==> src/rtl/ahb_arbiter_2m_pkg.sv <==
// Shared types and default sizing for the two-master AHB-style arbiter.
package ahb_arbiter_2m_pkg;

  localparam int ADDR_W_DEF  = 11;
  localparam int DATA_W_DEF  = 8;
  localparam int TMO_CYC_DEF = 16;

  typedef enum logic [1:0] {
    IDLE = 2'd0,
    ADDR = 2'd1,
    DATA = 2'd2
  } state_t;

endpackage

==> src/rtl/ahb_arbiter_2m_rr_arb2.sv <==
// Two-way round-robin pick: a lone requester always wins; a tie goes to the
// master that was not served last (last = 1 means m1 was served last).
module rr_arb2 (
  input  logic [1:0] req,
  input  logic       last,
  output logic [1:0] winner
);

  always_comb begin
    winner = req;
    if (req == 2'b11) begin
      winner = last ? 2'b01 : 2'b10;
    end
  end

endmodule

==> src/rtl/ahb_arbiter_2m.sv <==
// Two-master arbiter onto one shared bus with two slaves split on the address MSB.
// Transfers run IDLE -> ADDR -> DATA; done/rdata/err are registered out of DATA.
module ahb_arbiter_2m
  import ahb_arbiter_2m_pkg::*;
#(
  parameter int ADDR_W  = ADDR_W_DEF,
  parameter int DATA_W  = DATA_W_DEF,
  parameter int TMO_CYC = TMO_CYC_DEF
) (
  input  logic              hclk,
  input  logic              reset,
  input  logic              m0_req,
  input  logic [ADDR_W-1:0] m0_addr,
  input  logic              m0_write,
  input  logic [DATA_W-1:0] m0_wdata,
  input  logic              m1_req,
  input  logic [ADDR_W-1:0] m1_addr,
  input  logic              m1_write,
  input  logic [DATA_W-1:0] m1_wdata,
  output logic              m0_grant,
  output logic              m1_grant,
  output logic              m0_done,
  output logic              m1_done,
  output logic [DATA_W-1:0] rdata,
  output logic              err,
  output logic [ADDR_W-1:0] haddr,
  output logic              hwrite,
  output logic [DATA_W-1:0] hwdata,
  output logic              hsel0,
  output logic              hsel1,
  input  logic [DATA_W-1:0] hrdata0,
  input  logic [DATA_W-1:0] hrdata1,
  input  logic              hready
);

  localparam int CNT_W = $clog2(TMO_CYC + 1);

  state_t            state, state_next;
  logic              last;
  logic              owner;
  logic [ADDR_W-1:0] addr_q;
  logic              write_q;
  logic [DATA_W-1:0] wdata_q;
  logic [CNT_W-1:0]  wait_cnt;
  logic [1:0]        win;
  logic              start, finish, tmo;
  logic [1:0]        done_q;
  logic [DATA_W-1:0] rdata_q;
  logic              err_q;
  logic              bus_on;

  rr_arb2 u_rr (
    .req    ({m1_req, m0_req}),
    .last   (last),
    .winner (win)
  );

  // Arbitration is held off while a done pulse is out, since the finishing
  // master still has its req high in that cycle.
  always_comb begin
    state_next = state;
    start      = 1'b0;
    finish     = 1'b0;
    tmo        = 1'b0;
    case (state)
      IDLE: begin
        if ((|win) && !(|done_q)) begin
          start      = 1'b1;
          state_next = ADDR;
        end
      end
      ADDR: state_next = DATA;
      DATA: begin
        if (hready) begin
          finish     = 1'b1;
          state_next = IDLE;
        end else if (wait_cnt == CNT_W'(TMO_CYC - 1)) begin
          finish     = 1'b1;
          tmo        = 1'b1;
          state_next = IDLE;
        end
      end
      default: state_next = IDLE;
    endcase
  end

  always_ff @(posedge hclk) begin
    if (reset) begin
      state <= IDLE;
    end else begin
      state <= state_next;
    end
  end

  always_ff @(posedge hclk) begin
    if (reset) begin
      last     <= 1'b1;
      owner    <= 1'b0;
      addr_q   <= '0;
      write_q  <= 1'b0;
      wdata_q  <= '0;
      wait_cnt <= '0;
      done_q   <= 2'b00;
      rdata_q  <= '0;
      err_q    <= 1'b0;
    end else begin
      done_q  <= 2'b00;
      rdata_q <= '0;
      err_q   <= 1'b0;
      if (start) begin
        owner   <= win[1];
        addr_q  <= win[1] ? m1_addr : m0_addr;
        write_q <= win[1] ? m1_write : m0_write;
        wdata_q <= win[1] ? m1_wdata : m0_wdata;
      end
      if (state == ADDR) begin
        wait_cnt <= '0;
      end else if (state == DATA && !hready) begin
        wait_cnt <= wait_cnt + CNT_W'(1);
      end
      if (finish) begin
        done_q <= owner ? 2'b10 : 2'b01;
        err_q  <= tmo;
        last   <= owner;
        if (!tmo && !write_q) begin
          rdata_q <= addr_q[ADDR_W-1] ? hrdata1 : hrdata0;
        end
      end
    end
  end

  assign bus_on   = (state != IDLE);
  assign m0_grant = bus_on & ~owner;
  assign m1_grant = bus_on & owner;
  assign haddr    = bus_on ? addr_q : '0;
  assign hwrite   = bus_on & write_q;
  assign hwdata   = bus_on ? wdata_q : '0;
  assign hsel0    = bus_on & ~addr_q[ADDR_W-1];
  assign hsel1    = bus_on & addr_q[ADDR_W-1];
  assign m0_done  = done_q[0];
  assign m1_done  = done_q[1];
  assign rdata    = rdata_q;
  assign err      = err_q;

endmodule

==> config.mk <==
export PLATFORM = sky130hd
export DESIGN_NAME = ahb_arbiter_2m
export DESIGN_NICKNAME = d
export VERILOG_FILES = /design/src/rtl/ahb_arbiter_2m_pkg.sv /design/src/rtl/ahb_arbiter_2m_rr_arb2.sv /design/src/rtl/ahb_arbiter_2m.sv
export SDC_FILE = /design/constraint.sdc
export NUM_CORES = 1
export LEC_CHECK = 0
export ABC_AREA = 1
export ABC_CLOCK_PERIOD_IN_PS = 1600
export CORE_ASPECT_RATIO = 0.75
export CORE_MARGIN = 2
export CORE_UTILIZATION = 42
export DETAILED_ROUTE_END_ITERATION = 12
export GPL_TIMING_DRIVEN = 0
export PLACE_DENSITY = 0.78
export SLEW_MARGIN = 0
export SYNTH_ARGS = -nofsm -noshare
export SYNTH_HDL_FRONTEND = slang
export SYNTH_SLANG_ARGS = --single-unit
export TNS_END_PERCENT = 20
==> constraint.sdc <==
create_clock -name hclk -period 1.6 [get_ports hclk]
set_input_delay 0.4 -clock hclk [delete_from_list [all_inputs] [get_ports hclk]]
set_output_delay 0.4 -clock hclk [all_outputs]
set_load 0.1 [all_outputs]
==> summary.txt <==
Final layout
  • Post-Layout Inst Area: 3840 µm²
  • Diode count: 0
  • Layout cells sized above 1: 21.2%
  • Fillers: 346
  • Area grow syn2layout: 79.2%
  • Final #Nets: 520

Power and ir drop
  • Clock group share of total power: 25.4%
  • Pwr dens: 931 nW/µm²
  • Pint: 2.27 mW
  • Switching Fraction: 36.5%
  • Worst vdd ir: 0.606 mV
  • Combinational cell fraction of total power: 43.7%
  • Sw Pwr: 1.31 mW
  • Sequential Power Share: 30.9%
  • Leak: 1.74 nW

Min path
  • HP Class: reg2reg
  • Hold wc startpoint: wait_cnt[3]
  • Hold depth: 2
  • WHS Endpoint: wait_cnt[3]

Run status
  • Outcome: finished, violations left
  • Violated checks: setup timing

STA
  • Min Tclk post-route: 1.81 ns
  • Period utilization: 113%
  • Slew @ Worst Pin: 0.559 ns
  • Final max-slew violation count: 0
  • Slew headroom: 62.9%
  • Final setup vio count: 24
  • Worst clock skew: 0.00712 ns
  • Hold Violations, Final: 0
  • Fin worst setup slack: -0.210 ns
  • Final hold slack: 0.487 ns
  • RSZ-0062 raised after global routing: true
  • Max Clock Freq: 552 MHz

Critical path
  • R2r startpoint: state[0]
  • Critical path class: reg2out
  • Most frequent cell on the critical path: nor2_4
  • R2R Path End: addr_q[2]
  • CP Launch Type: register
  • Worst EP required: 1.20 ns
  • R2R cell count: 7
  • Worst Path Max Fanout: 6
  • Worst path cell trace: nor2_4 -> buf_4 -> clkbuf_16 -> nor2_4 -> buf_12
  • CP endpoint kind: output pin
  • FF-to-FF setup slack: 0.10 ns
  • Arr. time, crit path: 1.41 ns
  • Crit-path leading delay family: buffers and inverters
  • Critical path's slowest cell: dfxtp_2
  • Crit path buf inv count: 3
  • Worst Setup SP: state[0]
  • Crit path largest cell delay: 0.34 ns

Floorplanning
  • Die area: 5700 µm²
  • Initial core utilization: 43.8%
  • Ports: 96
  • Die X-Extent: 86.5 µm
  • Core area: 4900 µm²
  • Die Span Y: 65.9 µm
  • Row count: 22

Clocking
  • CTS Sinks: 40
  • Clock Latency Late Sink: 0.30 ns
  • Clock root buffer: clkbuf_8
  • Htree depth: 2
  • Cts hold-fix bufs: 0
  • Clk buf depth: 2
  • CTS buffer count: 5
  • CTS tree: done
  • Clock transition at path regs: 0.08 ns

Global routing
  • Vias in the first global route: 2173
  • First-pass GRT wire length: 10200 µm
  • Gr ovfl total: 0
  • Gr usage total: 23.2%
  • Largest net degree at the start of global routing: 13
  • Initial antenna violation count: 0

Yosys
  • Synth Cell Area: 2140 µm²
  • Net Count, Synth: 408
  • Ys Warns: 0
  • FF+latch count, synth: 40
  • Sequential-to-total area share from yosys stat: 37.3%
  • Post-Syn Area per Cell: 6.22 µm²
  • Yosys cell types: 19
  • Yosys top cell by area: dfxtp_1
  • Top area cells in the synthesized netlist: dfxtp_1 37%, nor2_1 19%, nand2_1 10%
  • Synthesized netlist cell count: 345
  • Top cell type's share of synthesized area: 37.3%

Placed design
  • DP Area: 3310 µm²
  • Buffers on Ports: 95
  • Gpl congestion: 0.856
  • Hpwl dp: 4690 µm

Route
  • DR iter-0 viols: 132
  • Routed Antenna Nets: 0
  • DR vias: 2433
  • WL final: 6620 µm
  • Pre-antenna DRT Iters: 4
  • Drt wl/cell: 12.8 µm
  • Post-route DRC: 0
  • Vias per inst: 4.70

Flow run
  • MaxCap Viol Count: 0
## routing by layer
metal  share of wire [%]  track usage (%)  up-vias
met1                  45             31.2     1096
met4                0.83             5.27        0
met5                   0                0        -
met3                 5.2             4.12        5
met2                  49             38.8       74
li1                    -                -     1258
## area by class of cell
type | instances | area (µm²) | area share, %
Clock inverter | 1 | 30.0 | 0.781
Inverter | 54 | 203 | 5.27
Sequential cell | 40 | 806 | 21.0
Multi-Input combinational cell | 232 | 1160 | 30.2
Buffer | 19 | 179 | 4.65
Clock buffer | 7 | 96.3 | 2.51
Tap cell | 60 | 75.1 | 1.95
Timing Repair Buffer | 105 | 1290 | 33.7
## synthesized netlist by cell type
library cell  number
inv_1             54
nor2_4             2
mux2i_1            8
dfxtp_1           40
o21ai_0            1
nor2_1           106
a21oi_1            7
buf_4              1
nand3_4            1
clkbuf_1           5
nand4_1            1
nand2_1           59
buf_2             10
nor3_1             1
nand3_1           43
or2_1              1
buf_6              2
clkbuf_2           1
ha_1               2
## registers in the layout, indices dropped and copies added (netlist names)
signal / flops
addr_q: 11
done_q: 2
err: 1
last: 1
owner: 1
rdata: 8
state: 2
wait_cnt: 5
wdata_q: 8
write_q: 1
## how the worst max path moves through the flow
stage	cells after the start	to
after floorplan	3	hwdata[2]
after global placement	4	haddr[2]
after detailed placement	5	haddr[10]
after CTS	5	haddr[10]
after global routing	5	haddr[0]
final	5	hwdata[0]
## what timing repair did
action / 4_1_cts / 5_1_grt
pin swaps: 3 / 1
setup buffers: 2 / 6
resized for setup: 249 / 18
cloned: 2 / 0
endpoints found under the setup margin: 35 / 40
## stage by stage
stage / std cells / TNS [ns] / utilization [%] / power, mW / worst slack, ns
after global placement: 500 / -25.09 / 67.6 / 2.40 / -0.845
after CTS: 512 / -4.02 / 76.0 / 3.51 / -0.244
after global routing: 518 / -5.38 / 78.4 / 3.74 / -0.257
after detailed placement: 500 / -25.79 / 67.6 / 2.41 / -0.840
final: 518 / -3.66 / 78.4 / 3.58 / -0.210
after floorplan: 345 / -4.50 / - / 2.06 / -0.218
## cells by family (layout without fill, tap and decap cells)
family	count (synthesis)	in the layout	share of synthesized area, %
muxes	8	8	3.73
AOI/OAI and AO/OA	8	8	1.87
adders and majority gates	2	2	1.17
buffers and inverters	73	186	14.3
and+or+nand+nor	214	214	41.6
DFF	40	40	37.3
## placed cells by master (no fill, tap or decap), types with 8 or more instances in the layout
cell,Yosys,final
dfxtp_1,40,38
nor2_1,106,83
clkdlybuf4s15_2,0,9
nand3_1,43,43
clkbuf_8,0,8
nor2_4,2,15
mux2i_1,8,8
nor2_2,0,10
buf_2,10,11
clkdlybuf4s50_1,0,60
nand2_1,59,59
buf_12,0,25
inv_1,54,54
## power groups by stage
stage | Sequential, mW | Clock, mW | Combinational (mW)
after detailed placement | 1.13 | 0 | 1.29
after global routing | 1.11 | 0.965 | 1.66
after CTS | 1.10 | 0.929 | 1.48
final | 1.11 | 0.911 | 1.56
after floorplan | 1.15 | 0 | 0.909
after global placement | 1.12 | 0 | 1.27
## worst reg2reg max path: stages, from the launching register on
cell and delay [ns]:
dfxtp_2 0.34, nor2_4 0.23, buf_4 0.16, buf_4 0.14, buf_2 0.23, nand3_1 0.10, nor2_1 0.13, nor2_1 0.05
(Power assumes the default switching activity.)
